### src/rtl/hic_pkg.sv
// Shared constants for the HIC sequencer: HIC mode encodings, command opcodes
// and the sequencer FSM state type.
package hic_pkg;

  localparam logic [1:0] HIC_HOLD  = 2'b00;
  localparam logic [1:0] HIC_COUNT = 2'b01;
  localparam logic [1:0] HIC_SHIFT = 2'b10;
  localparam logic [1:0] HIC_LOAD  = 2'b11;

  // Opcodes map 1:1 onto HIC modes so RUN can drive the opcode straight out.
  localparam logic [1:0] OP_WAIT  = HIC_HOLD;
  localparam logic [1:0] OP_COUNT = HIC_COUNT;
  localparam logic [1:0] OP_SHIFT = HIC_SHIFT;
  localparam logic [1:0] OP_LOAD  = HIC_LOAD;

  typedef enum logic [1:0] {
    ST_IDLE = 2'b00,
    ST_LOAD = 2'b01,
    ST_RUN  = 2'b10,
    ST_DONE = 2'b11
  } state_e;

endpackage

### src/rtl/hic_len_counter.sv
// Loadable down-counter timing the RUN phase; last is high while the count is 1,
// i.e. during the final cycle of a run.
module hic_len_counter #(
  parameter int LEN_W = 8
) (
  input  logic             clk,
  input  logic             rst,
  input  logic             load,
  input  logic [LEN_W-1:0] load_val,
  input  logic             dec,
  output logic             last
);

  logic [LEN_W-1:0] cnt_d, cnt_q;

  always_comb begin
    cnt_d = cnt_q;
    if (load) begin
      cnt_d = load_val;
    end else if (dec && (cnt_q != '0)) begin
      cnt_d = cnt_q - LEN_W'(1);
    end
  end

  always_ff @(posedge clk) begin
    if (rst) begin
      cnt_q <= '0;
    end else begin
      cnt_q <= cnt_d;
    end
  end

  assign last = (cnt_q == LEN_W'(1));

endmodule

### src/rtl/hic_sequencer.sv
// Command-driven controller for one HIC register: takes a command over
// valid/ready, drives HIC mode/cin/pin for the run, then reports result and carries.
module hic_sequencer
  import hic_pkg::*;
#(
  parameter int WIDTH = 8,
  parameter int LEN_W = 8
) (
  input  logic             clk,
  input  logic             rst,
  input  logic             cmd_valid,
  output logic             cmd_ready,
  input  logic [1:0]       cmd_op,
  input  logic [WIDTH-1:0] cmd_data,
  input  logic [LEN_W-1:0] cmd_len,
  input  logic             cmd_cin,
  input  logic             abort,
  input  logic [WIDTH-1:0] hic_fout,
  input  logic             hic_cout,
  output logic [1:0]       hic_min,
  output logic             hic_cin,
  output logic [WIDTH-1:0] hic_pin,
  output logic             busy,
  output logic             done,
  output logic             aborted,
  output logic [WIDTH-1:0] result,
  output logic [LEN_W-1:0] carry_cnt
);

  state_e           state_d, state_q;
  logic [1:0]       hic_min_d, hic_min_q;
  logic             hic_cin_d, hic_cin_q;
  logic [WIDTH-1:0] hic_pin_d, hic_pin_q;
  logic             cmd_ready_d, cmd_ready_q;
  logic             busy_d, busy_q;
  logic             done_d, done_q;
  logic             aborted_d, aborted_q;
  logic [WIDTH-1:0] result_d, result_q;
  logic [LEN_W-1:0] carry_cnt_d, carry_cnt_q;

  logic handshake;
  logic run_load;
  logic run_last;

  assign handshake = cmd_valid && cmd_ready_q && (state_q == ST_IDLE);
  assign run_load  = handshake && (cmd_op != OP_LOAD) && (cmd_len != '0);

  hic_len_counter #(.LEN_W(LEN_W)) u_len_counter (
    .clk      (clk),
    .rst      (rst),
    .load     (run_load),
    .load_val (cmd_len),
    .dec      (state_q == ST_RUN),
    .last     (run_last)
  );

  always_comb begin
    state_d     = state_q;
    hic_min_d   = hic_min_q;
    hic_cin_d   = hic_cin_q;
    hic_pin_d   = hic_pin_q;
    done_d      = 1'b0;
    aborted_d   = 1'b0;
    result_d    = result_q;
    carry_cnt_d = carry_cnt_q;

    case (state_q)
      ST_IDLE: begin
        hic_min_d = HIC_HOLD;
        if (handshake) begin
          hic_cin_d   = cmd_cin;
          carry_cnt_d = '0;
          if (cmd_op == OP_LOAD) begin
            state_d   = ST_LOAD;
            hic_min_d = HIC_LOAD;
            hic_pin_d = cmd_data;
          end else if (cmd_len != '0) begin
            state_d   = ST_RUN;
            hic_min_d = cmd_op;
          end else begin
            state_d = ST_DONE;
          end
        end
      end
      ST_LOAD: begin
        hic_min_d = HIC_HOLD;
        if (abort) begin
          state_d   = ST_IDLE;
          aborted_d = 1'b1;
        end else begin
          state_d = ST_DONE;
        end
      end
      ST_RUN: begin
        if (hic_cout && (carry_cnt_q != '1)) begin
          carry_cnt_d = carry_cnt_q + LEN_W'(1);
        end
        // Abort takes priority even on the final run cycle.
        if (abort) begin
          state_d   = ST_IDLE;
          hic_min_d = HIC_HOLD;
          aborted_d = 1'b1;
        end else if (run_last) begin
          state_d   = ST_DONE;
          hic_min_d = HIC_HOLD;
        end
      end
      ST_DONE: begin
        hic_min_d = HIC_HOLD;
        done_d    = 1'b1;
        result_d  = hic_fout;
        state_d   = ST_IDLE;
      end
      default: begin
        state_d   = ST_IDLE;
        hic_min_d = HIC_HOLD;
      end
    endcase

    cmd_ready_d = (state_d == ST_IDLE);
    busy_d      = (state_d == ST_LOAD) || (state_d == ST_RUN);
  end

  always_ff @(posedge clk) begin
    if (rst) begin
      state_q     <= ST_IDLE;
      hic_min_q   <= HIC_HOLD;
      hic_cin_q   <= 1'b0;
      hic_pin_q   <= '0;
      cmd_ready_q <= 1'b1;
      busy_q      <= 1'b0;
      done_q      <= 1'b0;
      aborted_q   <= 1'b0;
      result_q    <= '0;
      carry_cnt_q <= '0;
    end else begin
      state_q     <= state_d;
      hic_min_q   <= hic_min_d;
      hic_cin_q   <= hic_cin_d;
      hic_pin_q   <= hic_pin_d;
      cmd_ready_q <= cmd_ready_d;
      busy_q      <= busy_d;
      done_q      <= done_d;
      aborted_q   <= aborted_d;
      result_q    <= result_d;
      carry_cnt_q <= carry_cnt_d;
    end
  end

  assign cmd_ready = cmd_ready_q;
  assign hic_min   = hic_min_q;
  assign hic_cin   = hic_cin_q;
  assign hic_pin   = hic_pin_q;
  assign busy      = busy_q;
  assign done      = done_q;
  assign aborted   = aborted_q;
  assign result    = result_q;
  assign carry_cnt = carry_cnt_q;

endmodule

### config.mk
export PLATFORM = sky130hd
export DESIGN_NAME = hic_sequencer
export DESIGN_NICKNAME = d
export VERILOG_FILES = /design/src/rtl/hic_pkg.sv /design/src/rtl/hic_len_counter.sv /design/src/rtl/hic_sequencer.sv
export SDC_FILE = /design/constraint.sdc
export NUM_CORES = 1
export LEC_CHECK = 0
export ABC_CLOCK_PERIOD_IN_PS = 2300
export CORE_UTILIZATION = 47
export DETAILED_ROUTE_END_ITERATION = 10
export PLACE_DENSITY_LB_ADDON = 0.08
export SLEW_MARGIN = 20
export SYNTH_ARGS = -nofsm -noshare
export SYNTH_HDL_FRONTEND = slang
export SYNTH_SLANG_ARGS = --single-unit
### constraint.sdc
create_clock -name clk -period 2.3 [get_ports clk]
set_clock_uncertainty 0.2 [all_clocks]
set_input_delay 0.345 -clock clk [delete_from_list [all_inputs] [get_ports clk]]
set_output_delay 0.345 -clock clk [all_outputs]
set_load 0.05 [all_outputs]
==> metrics.md, run 1 <==
| Metric | Value |
|---|---|
| NumNets Final | 353 |
| Post-synthesis to final-layout area growth | 42.4% |
| Met2 usage | 0.386 |
| HP Class | reg -> reg |
| Die width | 68.8 µm |
| Share of the synthesized area in the top cell type | 0.392 |
| Number of synthesized flops with an enable pin | 0 |
| Max-Cap Viols | 0 |
| Max Root-Sink Buffers | 2 |
| Die H | 68.8 µm |
| Port bufs | 62 |
| Critical Path AT | between 1.5 and 2 ns |
| Routed WL | 4900 µm |
| Pwr dens | 997 nW/µm² |
| Unrepaired setup endpoints after global routing | no |
| Top Usage Layer GRT | met2 |
| Flop2flop setup slack | 0.14 ns |
| Post-synth net total | ~280 |
| Vias in the first global route | about 1900 |
| Root Buffer | clkbuf_8 |
| All-Layer GR Usage | 0.229 |
| Die area | between 4000 and 5000 µm² |
| Asr flop ratio synth | 0 |
| Top cells by count, synth | dfxtp_1 (41), nor2_1 (31), mux2i_1 (20), nand2_1 (15) |
| Yosys top cell by area | dfxtp_1 |
| Max Freq | 453 MHz |
| Clk pin slew, worst setup/hold paths | 0.08 ns |
| Initial antenna violation count | 0 |
| Num CTS Buffers | 5 |
| Final Wtd Congestion | 0.814 |
| Cells along the critical path | clkdlybuf4s50_1 |
| Crit path launch type | flop |
| Final Cycle Share | 0.960 |
| # fillers | 343 |
| Worst hold start | hic_cin |
| IO Pins | 63 |
| Hold depth | 2 |
| Yosys cell types | 46 |
| Run status | finished clean |
| Hold endpoint | hic_cin |
| CP max stage delay | 0.86 ns |
| N_diodes | 0 |
| Critical Path Fanout Max | 8 |
| Placed cells | 355 |
| Met1 GRT Util | 0.282 |
| DRC violation count after routing | 0 |
| Drt wl/cell | about 13 µm |
| Final Total Pwr | 0.00297 W |
| Core area | 4140 µm² |
| Vias post-DR | approximately 2000 |
| Gr ovfl total | 0 |
| CTS H-Tree Depth | 2 |
| FF-to-FF Start | state_q[0] |
| Fin crit period | 2.21 ns |
| Seq/Total Area, Yosys | 0.392 |
| Critical Path Slowest Stage Cell | clkdlybuf4s50_1 |
| Top area cells in the synthesized netlist | dfxtp_1 (39%), mux2i_1 (9.6%), nor2_1 (5.6%), ha_1 (5.4%), nand3_1 (3.1%) |
| Leakage | 1.07 nW |
| Vias/cell | 5.54 |
| Met3 Use GR | 0.0609 |
| Final Slew Violations | 0 |
| WS Path Type | reg -> out |
| Fraction of layout cells with a size suffix above 1 | 0.109 |
| Post-synthesis instance area | around 2100 µm² |
| First-pass GRT wire length | 8040 µm |
| Register bit count reported by yosys | 41 |
| Max-slew headroom | 0.658 |
| TritonCTS clock tree | built |
| Syn Area/Cell | 8.84 µm² |
| Hold Fails Final Rpt | 0 |
| Core Rows | 23 |
| # clock sinks | 41 |
| Place WS | -0.166 ns |
| Primary FF master, synth | dfxtp_1 |
| WP buf/inv | 1 |
| Cells after synthesis | 237 |
| Finish-stage setup viols | 0 |
| Drt initial violations | roughly 130 |
| Most numerous cell in the Yosys netlist | dfxtp_1 |
| Min setup slack post-route | 0.0911 ns |
| CP endpoint kind | output pin |
| Req. time, crit path | 1.75 ns |
| Clock latency on the worst-skew pair | 0.30 ns |
| Post-route non-filler standard cell count | roughly 360 |
| R2R cell count | 8 |
| Delay-heaviest family, CP | buffers and inverters |
| DP HPWL | around 3600 µm |
| 1st-pass router iterations | 4 |
| VDD IR max | 662 µV |
| Largest net degree at the start of global routing | 37 |
| Actual slew at the worst max-slew pin | 0.511 ns |
| Crit. Startpoint | carry_cnt[5] |
| R2R Path End | cmd_ready |
| Final ANT Viol Nets | 0 |
| Synth warnings | 0 |
| Post-CTS Setup Bufs | 0 |
| Initial Util | 0.505 |
## metrics by stage
step / hold WS, ns / area, µm² / utilization / TNS, ns
floorplan: 0.281 / 2090 / - / 0
global placement: 0.254 / 2860 / 0.690 / -0.0993
detailed placement: 0.250 / 2860 / 0.690 / -0.289
CTS: 0.271 / 2980 / 0.719 / 0
global route: 0.287 / 2980 / 0.720 / 0
finish: 0.271 / 2980 / 0.720 / 0
## logic make-up after synthesis
| kind of cell | share of synthesized area |
|---|---|
| muxes | 0.101 |
| and+or+nand+nor | 0.252 |
| xor gates and xnor gates | 0.00418 |
| DFF | 0.392 |
| AOI/OAI and AO/OA | 0.161 |
| buffers and inverters | 0.0364 |
| adders and majority gates | 0.0538 |
## cells in the final DEF, fill, tap and decap left out, types with 7 or more instances in the layout
cell type        netlist  layout
nand2_1               15      15
nand3_1               13      13
mux2i_1               20      20
nor3_1                 7       7
inv_1                 13      13
ha_1                   9       8
dfxtp_1               41      41
o211ai_1               8       8
buf_4                  0      12
clkdlybuf4s50_1        0      62
o21ai_0                8       8
nor2_1                31      31
## cell type report
type / count / area, µm² / area share
clock buffer: 6 / 82.6 / 0.0277
clock inverter: 2 / 37.5 / 0.0126
inverter: 13 / 48.8 / 0.0164
multi-input combinational: 176 / 1200 / 0.402
sequential: 41 / 821 / 0.275
tap: 50 / 62.6 / 0.0210
timing repair buffer: 75 / 731 / 0.245
## layer usage
metal  share of wire  wire (µm)
met1            0.46       2250
met3           0.062        304
met2            0.47       2290
met4           0.012         60
met5               0          0
## how the worst max path moves through the flow
stage / slack (ns) / to / cells past startpoint
5_1_grt: 0.02 / cmd_ready / 8
2_1_floorplan: 0.16 / busy / 6
6_report: 0.09 / carry_cnt[5] / 1
3_3_place_gp: -0.07 / cmd_ready / 7
4_1_cts: 0.11 / carry_cnt[5] / 1
3_5_place_dp: -0.17 / cmd_ready / 7
## report_power, final
part	switching (W)	internal, W	leakage, nW
registers	0.000117	0.000831	0.333
logic	0.000787	0.000626	0.683
clock network	0.000260	0.000353	0.0574
## flip-flops by register name, indices dropped and copies added, names as in the netlist, 2 cells and up
register	flops
carry_cnt	8
hic_min	2
hic_pin	8
result	8
state_q	2
u_len_counter.cnt_q	8
## repair_timing
action	4_1_cts	5_1_grt
resized for setup	0	1
hold buffers	0	0
endpoints found under the setup margin	0	1
Note: power is estimated with default switching activity, not from simulation.
==> run 2, diff against run 1 <==
==> constraint.sdc (replaced) <==
create_clock -name clk -period 2.3 [get_ports clk]
set_clock_uncertainty 0.2 [all_clocks]
set_input_delay 0.345 -clock clk [delete_from_list [all_inputs] [get_ports clk]]
set_output_delay 0.345 -clock clk [all_outputs]
set_load 0.005 [all_outputs]
==> results of run 2 <==
The final DEF is identical to that of run 1. Status: finished clean.
Main changes from that run: setup slack after layout 0.0911 ns -> 0.138 ns; start point of the critical path carry_cnt[5] -> state_q[0]; end point of the critical path carry_cnt[5] -> cmd_ready; total power 0.00297 W -> 0.00281 W; worst IR drop on VDD 662 µV -> 620 µV
